File: config.mk
export PLATFORM = sky130hd
export DESIGN_NAME = johnson_rx_decoder
export DESIGN_NICKNAME = d
export VERILOG_FILES = /design/src/rtl/johnson_pkg.sv /design/src/rtl/johnson_rx_decoder_sync_filter.sv /design/src/rtl/johnson_rx_decoder.sv
export SDC_FILE = /design/constraint.sdc
export NUM_CORES = 1
export LEC_CHECK = 0
export CORE_MARGIN = 4
export CORE_UTILIZATION = 49
export DETAILED_ROUTE_END_ITERATION = 10
export GPL_TIMING_DRIVEN = 0
export PLACE_DENSITY = 0.65
export SLEW_MARGIN = 20
export SYNTH_ARGS = -nofsm -noshare
export SYNTH_HDL_FRONTEND = slang
export SYNTH_SLANG_ARGS = --single-unit
File: constraint.sdc
create_clock -name clk -period 13.6 [get_ports clk]
set_input_delay 2.72 -clock clk [delete_from_list [all_inputs] [get_ports clk]]
set_output_delay 2.72 -clock clk [all_outputs]
set_load 0.005 [all_outputs]
File: src/rtl/johnson_pkg.sv
// Shared Johnson-code types, widths and encode/decode helpers.
// Also used by the Johnson counter source design.
package johnson_pkg;

    localparam int CNT_W = 25;
    localparam logic [CNT_W-1:0] STABLE_CYCLES_DEF = 25'd2000000;
    localparam int BITS_DEF = 4;
    localparam int MAX_BITS = 16;

    typedef logic [MAX_BITS-1:0] jcode_t;
    typedef logic [7:0] jidx_t;

    typedef struct packed {
        logic  legal;
        jidx_t idx;
    } jdec_t;

    typedef enum logic [1:0] {
        TRK_IDLE,
        TRK_LOCKED,
        TRK_RESYNC
    } trk_state_t;

    function automatic int idx_width(input int bits);
        return (bits < 1) ? 1 : $clog2(2 * bits);
    endfunction

    localparam int IDX_W_DEF = idx_width(BITS_DEF);

    function automatic jcode_t johnson_encode(
        input int    bits,
        input jidx_t idx
    );
        jcode_t c;
        int     n;
        c = '0;
        n = int'(idx);
        for (int i = 0; i < MAX_BITS; i++) begin
            if (i < bits) begin
                if (n <= bits) begin
                    c[i] = (i < n);
                end else begin
                    c[i] = (i >= n - bits);
                end
            end
        end
        return c;
    endfunction

    // Popcount gives the step; the MSB tells which half of the cycle we are in.
    function automatic jdec_t johnson_decode(
        input int     bits,
        input jcode_t code
    );
        jdec_t d;
        int    p;
        logic  msb;
        p   = 0;
        msb = 1'b0;
        for (int i = 0; i < MAX_BITS; i++) begin
            if (i < bits) begin
                p = p + int'(code[i]);
                if (i == bits - 1) begin
                    msb = code[i];
                end
            end
        end
        d.idx   = msb ? jidx_t'(2 * bits - p) : jidx_t'(p);
        d.legal = (johnson_encode(bits, d.idx) == code);
        return d;
    endfunction

endpackage

File: src/rtl/johnson_rx_decoder_sync_filter.sv
// Pin synchronizer, polarity fix and stability filter for the Johnson bus.
// code_o carries the qualified sample; it is meaningful while commit_o is high.
module johnson_sync_filter
    import johnson_pkg::*;
#(
    parameter int               BITS          = 4,
    parameter logic [CNT_W-1:0] STABLE_CYCLES = STABLE_CYCLES_DEF,
    parameter bit               ACTIVE_LOW    = 1'b1
) (
    input  logic            clk,
    input  logic            rst_n,
    input  logic [BITS-1:0] din_i,
    output logic [BITS-1:0] code_o,
    output logic            commit_o
);

    localparam logic [CNT_W-1:0] CNT_MAX = STABLE_CYCLES - 25'd1;

    logic [BITS-1:0]  sync1_q;
    logic [BITS-1:0]  sync2_q;
    logic [BITS-1:0]  prev_q;
    logic [BITS-1:0]  code_q;
    logic [1:0]       fill_q;
    logic             prev_vld_q;
    logic             have_q;
    logic [CNT_W-1:0] cnt_q;
    logic [CNT_W-1:0] cnt_d;
    logic [BITS-1:0]  sample;
    logic             same;
    logic             commit;

    assign sample = ACTIVE_LOW ? ~sync2_q : sync2_q;
    assign same   = prev_vld_q && (sample == prev_q);
    assign commit = same && (cnt_q == CNT_MAX)
                    && (!have_q || (sample != code_q));

    always_comb begin
        cnt_d = cnt_q;
        if (!same) begin
            cnt_d = '0;
        end else if (cnt_q != CNT_MAX) begin
            cnt_d = cnt_q + 25'd1;
        end
    end

    // fill_q keeps the reset contents of the synchronizer out of the filter.
    always_ff @(posedge clk or negedge rst_n) begin
        if (!rst_n) begin
            sync1_q    <= '0;
            sync2_q    <= '0;
            fill_q     <= '0;
            prev_q     <= '0;
            prev_vld_q <= 1'b0;
            cnt_q      <= '0;
            code_q     <= '0;
            have_q     <= 1'b0;
        end else begin
            sync1_q <= din_i;
            sync2_q <= sync1_q;
            fill_q  <= {fill_q[0], 1'b1};
            if (fill_q[1]) begin
                prev_q     <= sample;
                prev_vld_q <= 1'b1;
                cnt_q      <= cnt_d;
            end
            if (commit) begin
                code_q <= sample;
                have_q <= 1'b1;
            end
        end
    end

    assign code_o   = sample;
    assign commit_o = commit;

endmodule

File: src/rtl/johnson_rx_decoder.sv
// Johnson bus receiver: decode, step direction, position count
// and sticky error flags on top of the stability filter.
module johnson_rx_decoder
    import johnson_pkg::*;
#(
    parameter int               BITS          = 4,
    parameter logic [CNT_W-1:0] STABLE_CYCLES = STABLE_CYCLES_DEF,
    parameter int               POS_W         = 8,
    parameter bit               ACTIVE_LOW    = 1'b1,
    localparam int              IDX_W         = idx_width(BITS)
) (
    input  logic                    clk,
    input  logic                    reset,
    input  logic [BITS-1:0]         johnson_in,
    input  logic                    clear_err,
    output logic [IDX_W-1:0]        index,
    output logic                    valid,
    output logic                    step_fwd,
    output logic                    step_bwd,
    output logic signed [POS_W-1:0] position,
    output logic                    illegal,
    output logic                    skip
);

    localparam int SEQ = 2 * BITS;
    localparam logic [IDX_W-1:0] LAST = IDX_W'(SEQ - 1);

    logic [BITS-1:0] cand;
    logic            commit;
    jcode_t          code_ext;
    jdec_t           dec;
    logic            legal;
    logic [IDX_W-1:0] new_idx;
    logic [IDX_W-1:0] idx_inc;
    logic [IDX_W-1:0] idx_dec;

    trk_state_t             state_q, state_d;
    logic [IDX_W-1:0]       idx_q, idx_d;
    logic signed [POS_W-1:0] pos_q, pos_d;
    logic                   fwd_q, fwd_d;
    logic                   bwd_q, bwd_d;
    logic                   ill_q, ill_d;
    logic                   skip_q, skip_d;

    johnson_sync_filter #(
        .BITS          (BITS),
        .STABLE_CYCLES (STABLE_CYCLES),
        .ACTIVE_LOW    (ACTIVE_LOW)
    ) u_filter (
        .clk      (clk),
        .rst_n    (reset),
        .din_i    (johnson_in),
        .code_o   (cand),
        .commit_o (commit)
    );

    always_comb begin
        code_ext            = '0;
        code_ext[BITS-1:0]  = cand;
    end

    assign dec     = johnson_decode(BITS, code_ext);
    assign legal   = dec.legal && (dec.idx < jidx_t'(SEQ));
    assign new_idx = dec.idx[IDX_W-1:0];
    assign idx_inc = (idx_q == LAST) ? '0 : idx_q + 1'b1;
    assign idx_dec = (idx_q == '0) ? LAST : idx_q - 1'b1;

    // Clear is applied first so a coinciding set event wins.
    always_comb begin
        state_d = state_q;
        idx_d   = idx_q;
        pos_d   = pos_q;
        fwd_d   = 1'b0;
        bwd_d   = 1'b0;
        ill_d   = clear_err ? 1'b0 : ill_q;
        skip_d  = clear_err ? 1'b0 : skip_q;
        if (commit) begin
            priority case (1'b1)
                !legal: begin
                    ill_d = 1'b1;
                    if (state_q == TRK_LOCKED) begin
                        state_d = TRK_RESYNC;
                    end
                end
                state_q != TRK_LOCKED: begin
                    idx_d   = new_idx;
                    state_d = TRK_LOCKED;
                end
                new_idx == idx_inc: begin
                    idx_d = new_idx;
                    fwd_d = 1'b1;
                    pos_d = pos_q + POS_W'(1);
                end
                new_idx == idx_dec: begin
                    idx_d = new_idx;
                    bwd_d = 1'b1;
                    pos_d = pos_q - POS_W'(1);
                end
                default: begin
                    idx_d  = new_idx;
                    skip_d = 1'b1;
                end
            endcase
        end
    end

    always_ff @(posedge clk or negedge reset) begin
        if (!reset) begin
            state_q <= TRK_IDLE;
            idx_q   <= '0;
            pos_q   <= '0;
            fwd_q   <= 1'b0;
            bwd_q   <= 1'b0;
            ill_q   <= 1'b0;
            skip_q  <= 1'b0;
        end else begin
            state_q <= state_d;
            idx_q   <= idx_d;
            pos_q   <= pos_d;
            fwd_q   <= fwd_d;
            bwd_q   <= bwd_d;
            ill_q   <= ill_d;
            skip_q  <= skip_d;
        end
    end

    assign index    = idx_q;
    assign valid    = (state_q != TRK_IDLE);
    assign step_fwd = fwd_q;
    assign step_bwd = bwd_q;
    assign position = pos_q;
    assign illegal  = ill_q;
    assign skip     = skip_q;

endmodule

==> results.md, run 1 <==
- After the last flow step, the layout net total stands at 408.
- The most instantiated flip-flop cell in the synthesis netlist is dfrtp_1.
- Buffers inserted during clock tree synthesis total 9.
- Global routing finished with a remaining overflow of 0.
- Dividing the synthesized area by the synthesized cell count gives 10.03 sq um.
- The routed via count divided by cell count is 5.220.
- In this run the power density over the cells is 117.4 nW/um^2.
- The initial antenna violation count is 0.
- The unique cell type count in the Yosys netlist is 55.
- The post-placement setup slack is 8036 ps.
- On the critical path the largest part of the delay comes from simple AND/OR/NAND/NOR gates.
- The share of synthesized area in the top cell type comes to 0.4472.
- The horizontal die dimension is 92.15 um.
- The clock transition at the register clock pins on the worst setup and hold paths after CTS is 70 ps.
- The initial utilization of the core area, before any placement, comes to 0.5079.
- The layout overhead on the synthesized area is 18.10%.
- The floorplan has 30 rows.
- The floorplan die area is 8491 sq um.
- The cell at the slowest stage of the critical path is dfrtp_1.
- The critical path goes through fa_1, inv_1, ha_1, inv_1, ha_1, buf_6, inv_1, ha_1, or3_2, nand2_2, inv_1, ha_1, buf_4, or4b_1, a21oi_1, nor4b_1, or3_1, a211oi_1, nand3_1, mux2_2.
- The quantity of I/O buffers inserted on ports is 22.
- At the pin with the least slew margin, the transition time is 1047 ps.
- The clock passes through at most 2 buffers.
- The number of design-rule violations left by the first detailed-router iteration is 112.
- The antenna cell count is 0.
- The floorplan step set the die height to 92.15 um.
- The count of final max-slew check failures is 0.
- Counting flops with a built-in enable in the synthesized netlist gives 0.
- In this run the power spent charging and discharging nets is 119.4 uW.
- The share of flip-flops with an asynchronous set or reset after synthesis is 1.000.
- In this run the cell area of the synthesized design comes to 3470 sq um.
- The overall via count from detail_route is 2511.
- The count of maximum capacitance violations is 0.
- Clock latency on the worst-skew pair, taken at its later pin, is 340 ps.
- The number of global-route vias before repair is 2461.
- 23 I/O pins were placed.
- Entering global routing, the biggest net connects 41 pins.
- The H-tree depth is 3.
- Wires add up to 6754 um.
- The worst stage delay on the critical path is 520 ps.
- The post-route setup TNS is 0 ps.
- Registers take 1551 sq um.
- The largest fanout of any net on the critical path is 9.
- The first global-routing pass estimated 11670 um of wire.
- The worst setup path is of the register to register kind.
- The register bit total from synthesis is 62.
- The count of mapped cells out of synthesis is 346.
- The number of hold violations in the final report is 0.
- Of the available clock period, the critical path in the final layout requires 0.4169.
- The residual DRC count is 0.
- The layout has 625 filler cells.
- The part of the power in the clock network is 0.453.
- The flow ran to the end, and the final reports show no timing, DRC or antenna violations.
- The final setup violation count is 0.
- Internal power comes to 361.6 uW.
- The setup fix buffers added after clock tree synthesis is 0.
- The worst min-delay path category is register to register.
- The final setup skew is 4.674 ps.
- Sorting the synthesized cells by area gives the leading types as dfrtp_1, xor2_1, ha_1.
- After layout, the design draws a total of 481.0 uW.
- The time the worst path needs with I/O delays and setup is 5670 ps.
- The worst setup path is launched from a register.
- The post-synthesis sequential area ratio is 0.4472.
- Leaving out fill and tap cells, the most frequent cells in the layout are dfrtp_1, nor2_1, nand2_1.
- At the end of routability-driven placement, the weighted congestion stood at 0.8547.
- In this run the number of cells on the critical path is 20.
- The required arrival time at the worst endpoint is 13830 ps.
- Setup slack closes at 7930 ps.
- The leakage component of the power is 0.001839 uW.
- In this run the tightest slew margin relative to its limit is 0.2927.
- The library cell used as clock root buffer is clkbuf_8.
- Of the cells placed in the final design, the portion with a size suffix greater than 1 is 0.1013.
- Measured in cells, the most critical reg-to-reg path has a length of 20.
- The proportion of power drawn by flip-flops and latches is 0.396.
- Counting both buffers and inverters, the worst setup path holds a total of 6.
- The detailed-routing iteration count for the pre-antenna-repair pass is 4.
- Across every metal layer, demand over resource in global routing totals 0.1715.
- The number of warning messages in the yosys log is 0.
- Data arrives at the worst endpoint at 5900 ps.
- The detail route stage leaves a number of antenna-violating nets equal to 0.
- Synthesis produced a netlist with a net count of 374.
- The number of clock sinks seen by CTS is 62.
- The worst hold path was traced through 0 stages.
- The commonest non-fill, non-tap cell in the layout is dfrtp_1.
- The multi-input combinational cells in the finished layout cover a total of 1793 sq um.
- The clock tree from TritonCTS is built.
- The hold buffer count at CTS is 0.
- In this run, post-CTS repair resized a total of 0 instances.
- In the final routed layout, each cell accounts on average for 14.04 um.
- The maximum clock rate is 176.4 MHz.
- Setup repair after global routing left no endpoint under its margin.
- The biggest area consumer among synthesized cells is dfrtp_1.
- Of the total power, the share spent switching nets is 0.2482.
- The standard cell core area is 6832 sq um.
- The kind of end point of the critical path is a register.
- The half-perimeter wire length of the detailed placement result is 4823 um.
- IR analysis of the VDD net gives a maximum drop of 0.00005730 V.
- The logic gate share of total power is 0.151.
## per-layer routing
| layer | global-route usage | share of wire | vias up |
|---|---|---|---|
| li1 | - | - | 1267 |
| met1 | 0.2305 | 0.49 | 1191 |
| met2 | 0.2670 | 0.46 | 43 |
| met3 | 0.04922 | 0.039 | 10 |
| met4 | 0.05569 | 0.014 | 0 |
| met5 | 0 | 0 | - |
## power groups by stage
stage | clock network, uW | registers (uW) | logic (uW)
3_5_place_dp | 0 | 194 | 72.2
6_report | 218 | 190 | 72.6
5_1_grt | 233 | 190 | 81.7
2_1_floorplan | 0 | 193 | 53.8
4_1_cts | 224 | 190 | 72.9
3_3_place_gp | 0 | 194 | 70.1
## path summary, 6_finish.rpt
check                                                   start                        endpoint  slack (ps)
worst max-delay path            u_filter.sync2_q[0]$_DFF_PN0_         position[1]$_DFFE_PN0P_        7930
worst min-delay path            u_filter.sync1_q[0]$_DFF_PN0_   u_filter.sync2_q[0]$_DFF_PN0_         350
worst max register to register  u_filter.sync2_q[0]$_DFF_PN0_         position[1]$_DFFE_PN0P_        7930
worst min register to register  u_filter.sync1_q[0]$_DFF_PN0_   u_filter.sync2_q[0]$_DFF_PN0_         350
max in group asynchronous                               reset  u_filter.cnt_q[22]$_DFFE_PN0P_       10830
min in group asynchronous                               reset         position[4]$_DFFE_PN0P_        2270
## synthesized netlist by cell type (2+ instances only)
library cell / number
buf_1: 2
xnor2_1: 17
o22ai_1: 2
mux2_2: 6
nor2_1: 35
a31oi_1: 3
nor2b_1: 2
fa_1: 2
a21oi_1: 8
clkbuf_1: 3
and2_1: 2
inv_1: 17
nand2_1: 32
and3_1: 3
nor4b_1: 3
o21ai_0: 18
nand3b_1: 2
or3_1: 3
nor3_1: 6
mux2i_1: 5
o41ai_1: 3
xor2_1: 28
ha_1: 19
nand3_1: 13
buf_4: 2
and4_1: 5
a211oi_1: 2
o31ai_1: 2
o211ai_1: 2
dfrtp_1: 62
buf_6: 2
a21o_1: 3
nand4_1: 9
or2_2: 2
## sequential cells by signal (all words and copies together) (netlist names)
signal / flops
illegal: 1
index: 3
position: 8
skip: 1
state_q: 2
step_bwd: 1
step_fwd: 1
u_filter.cnt_q: 25
u_filter.code_q: 4
u_filter.fill_q: 2
u_filter.have_q: 1
u_filter.prev_q: 4
u_filter.prev_vld_q: 1
u_filter.sync1_q: 4
u_filter.sync2_q: 4
## per-stage QoR
step | util | hold WS, ps | cells | area [sq um]
after detailed placement | 0.5603 | 335.5 | 465 | 3827
after floorplan | - | 331.2 | 346 | 3470
after global placement | 0.5577 | 336.2 | 464 | 3810
final | 0.5998 | 350.0 | 481 | 4098
after CTS | 0.5998 | 351.8 | 481 | 4098
after global routing | 0.5998 | 363.0 | 481 | 4098
## logic make-up after synthesis
logic type | count (synthesis) | synth area share
compound gates | 49 | 0.09196
other cells | 1 | 0.001081
xor+xnor | 45 | 0.1136
buf+inv | 27 | 0.03606
fa+ha+maj | 21 | 0.08006
simple gates | 129 | 0.1919
flops | 62 | 0.4472
mux | 12 | 0.03822
## area by class of cell
type / instances / share of cell area
buffer: 10 / 0.01496
clock buffer: 10 / 0.03359
clock inverter: 6 / 0.03237
inverter: 17 / 0.01557
multi-input combinational: 257 / 0.4376
sequential: 62 / 0.3786
tap: 96 / 0.02931
timing repair buffer: 23 / 0.05802
(Power assumes the default switching activity.)
==> run 2, diff against run 1 <==
==> constraint.sdc (replaced) <==
create_clock -name clk -period 5.7 [get_ports clk]
set_input_delay 1.14 -clock clk [delete_from_list [all_inputs] [get_ports clk]]
set_output_delay 1.14 -clock clk [all_outputs]
set_load 0.005 [all_outputs]
==> run 2 against run 1 <==
  * Clock power increased by 140%
  * Clock-buffer cell count unchanged
  * Utilization up 0.20 points
  * Non-clock buffer count unchanged
  * Critical path depth is 1 higher
  * Sequential share of layout area about the same
  * Maximum frequency increased by 3.7%
  * Cell area is 0.34% higher
  * Global-route usage did not move
  * Worst setup slack lost 7700 ps
  * Combinational power increased by 140%
  * Largest cell class unchanged
==> results.md, run 2 (synthesized netlist as in run 1, its figures left out) <==
- The run finished with clean final reports.
- The initial antenna violation count came to 0.
- In this run the power spent charging and discharging nets is 286.9 uW.
- The critical path class is register to register.
- At the end of the flow the core is filled with cells to 0.6018.
- The worst register-to-register path ends at index[2]$_DFFE_PN0P_.
- The final weighted congestion in routability-driven placement is 0.8547.
- In the finished design, the share of the clock period the worst path needs comes to 0.9594.
- In the layout the commonest cells are dfrtp_1, nor2_1, nand2_1.
- Summed over all cells, the static leakage comes to 0.001836 uW.
- The depth of the worst register-to-register path is 21.
- The proportion of layout cells with a drive suffix above 1 is 0.1143.
- The routing usage on met2 is 0.2670.
- The global-route track usage on met3 is 0.04922.
- The final standard cell area without fillers is 4111 sq um.
- The kind of end point of the critical path is a register.
- Of the total power, combinational logic draws 0.153.
- The register containing the most flip-flops in the final layout is u_filter.cnt_q.
- The time the worst path needs with I/O delays and setup is 5468 ps.
- The largest net degree at the start of global routing is 41.
- Timing would allow up to 182.9 MHz.
- Using the TritonRoute via totals, the vias-per-cell ratio works out to 5.231.
- The required arrival time at the worst endpoint is 5930 ps.
- The total cell area at the placement stage is 3827 sq um.
- The buffers plus inverters on the worst setup path is 7.
- The measured slew at the worst slew-check pin is 1067 ps.
- The antenna cell count is 0.
- For flop-to-flop paths, the worst setup slack is 230 ps.
- The library cell used as clock root buffer is clkbuf_8.
- For met1 alone, demand over resource in global routing was 0.2305.
- The cell family contributing the most delay on the critical path is simple AND/OR/NAND/NOR gates.
- The number of design-rule violations left by the first detailed-router iteration is 140.
- The number of nets in the layout is 408.
- In this run the most critical hold path is launched from u_filter.sync1_q[0]$_DFF_PN0_.
- Summed over all layers, the routed wires come to 6780 um.
- The proportion of power drawn by flip-flops and latches is 0.395.
- The count of cells in the finished layout, fillers not included, comes to 481.
- The clock tree from TritonCTS is built.
- The number of hold violations in the final report was 0.
- In this run the tightest slew margin relative to its limit is 0.2793.
- Of all nets on the critical path, the largest fanout is 9.
- The clock latency on the worst-skew pair is 340 ps.
- The flip-flop count of the largest register after layout is 25.
- Setup repair after global routing left no endpoint under its margin.
- Relative to the synthesized area, the layout overhead comes to 18.50%.
- After detailed routing, the number of remaining DRC violations is 0.
- Max-cap violations in this run came to 0.
- The global-route wire length before repair is 11670 um.
- The global routing usage summed across all routing layers is 0.1715.
- The region available for standard cell placement spans 6832 sq um.
- STA classifies the critical path startpoint as a register.
- The detail-routed net length per standard cell is 14.10 um.
- The quantity of I/O buffers inserted on ports is 22.
- Counting every sink on the clock net gives 62.
- The half-perimeter wire length of the detailed placement result is 4823 um.
- The number of buffers on the longest clock path is 2.
- Leaving out fill and tap cells, the most frequent cell in the layout is dfrtp_1.
- The worst min-delay path category is register to register.
- The boundary pin count is 23.
- The count of final max-slew check failures is 0.
- The placed cell count is 465.
- The origin of the critical flop-to-flop path is u_filter.sync2_q[0]$_DFF_PN0_.
- Tracing the worst setup path back leads to its startpoint at u_filter.sync2_q[0]$_DFF_PN0_.
- The final route contains 2516 vias.
- Among all stages on the critical path, the largest delay is contributed by or4b_1.
- The post-route setup TNS is 0 ps.
- The floorplan die area is 8491 sq um.
- The internal portion of the total power is 863.6 uW.
- The highest-utilization routing layer at the global route stage is met2.
- The worst vdd rail ir drop is 0.0001367 V.
- The effective utilization at floorplan is 0.5079.
- The data arrival time of the critical path is 5690 ps.
- The number of buffers created by CTS is 9.
- The switching share of power is 0.2493.
- Setup violations remaining at the end of the flow were counted as 0.
- The worst setup path endpoint is index[2]$_DFFE_PN0P_.
- Measured along the x axis, the die boundary spans 92.15 um.
- The die height is 92.15 um.
- The number of cell rows is 30.
- The number of global-route vias before repair is 2461.
- Clock-pin slew was measured on the worst setup and hold paths at 70 ps.
- The total overflow left after global routing is 0.
- The part of the power in the clock network is 0.452.
- CTS built an H-tree with a depth of 3.
- The critical path goes through fa_1, inv_1, ha_1, inv_1, ha_1, buf_6, inv_1, ha_1, or3_2, nand2_2, inv_1, ha_1, buf_4, or4b_1, a21oi_1, nor4b_1, or3_1, a211o_1, or3_1, buf_6, mux2_4.
- Clock skew on the completed layout was measured at 4.946 ps.
- The worst stage delay on the critical path is 490 ps.
- The detailed-routing iteration count for the pre-antenna-repair pass is 4.
- The number of antenna-violating nets in the routed design is 0.
- In this run the power density over the cells is 279.8 nW/um^2.
- The cell count along the critical path is 21.
## run 2: power by group through the flow
stage                     Sequential [uW]  Clock [uW]  Combinational [uW]
final                                 454         520                 176
after CTS                             454         535                 174
after global routing                  455         556                 198
after detailed placement              462           0                 172
after floorplan                       460           0                 128
after global placement                462           0                 167
## run 2: layer usage
metal / vias to the layer above / part of all wire
met5: - / 0
met4: 0 / 0.014
met3: 10 / 0.037
met2: 41 / 0.46
met1: 1197 / 0.49
li1: 1268 / -
## run 2: cell type report
type / instances / area (sq um)
fill: 624 / 2720
multi-input combinational: 257 / 1803
sequential: 62 / 1555
timing repair buffer: 23 / 237.7
clock buffer: 10 / 137.6
clock inverter: 6 / 132.6
tap: 96 / 120.1
inverter: 17 / 63.81
buffer: 10 / 61.31
## run 2: how the worst min path moves through the flow
stage | to | slack [ps] | depth (start not counted)
detailed placement | u_filter.sync2_q[0]$_DFF_PN0_ | 340 | 0
global placement | u_filter.sync2_q[0]$_DFF_PN0_ | 340 | 0
global route | u_filter.sync2_q[0]$_DFF_PN0_ | 360 | 0
CTS | u_filter.sync2_q[0]$_DFF_PN0_ | 350 | 0
finish | u_filter.sync2_q[0]$_DFF_PN0_ | 350 | 0
floorplan | u_filter.fill_q[1]$_DFF_PN0_ | 330 | 0
## run 2: per-stage QoR
stage          hold WS (ps)  total power (uW)  worst slack [ps]
5_1_grt               363.0              1209             2.726
6_report              349.8              1150             231.7
3_5_place_dp          335.5             634.4             136.4
4_1_cts               351.8              1162             108.7
3_3_place_gp          336.2             629.3             186.2
2_1_floorplan         331.2             588.5             670.4
## run 2: what timing repair did
item,CTS,global route
hold buffers,0,0
setup endpoints to repair,0,8
gates resized for setup,0,5
buffers inserted,0,0
endpoints found under the hold margin,0,0
## run 2: worst register-to-register path, delay by kind of cell (launching register included)
| kind | cells | cell delay (ps) |
|---|---|---|
| AO/OA/AOI/OAI | 2 | 490 |
| adder cells (fa/ha/maj) | 5 | 1370 |
| buffers and inverters | 7 | 770 |
| flip-flops | 1 | 470 |
| multiplexers | 1 | 280 |
| AND/OR/NAND/NOR | 6 | 1980 |
==> run 3, diff against run 2 <==
==> constraint.sdc (replaced) <==
create_clock -name clk -period 5.7 [get_ports clk]
set_input_delay 1.14 -clock clk [delete_from_list [all_inputs] [get_ports clk]]
set_output_delay 1.14 -clock clk [all_outputs]
set_load 0.1 [all_outputs]
==> results of run 3 <==
No change in the layout: final DEF, timing and power equal those of run 2.
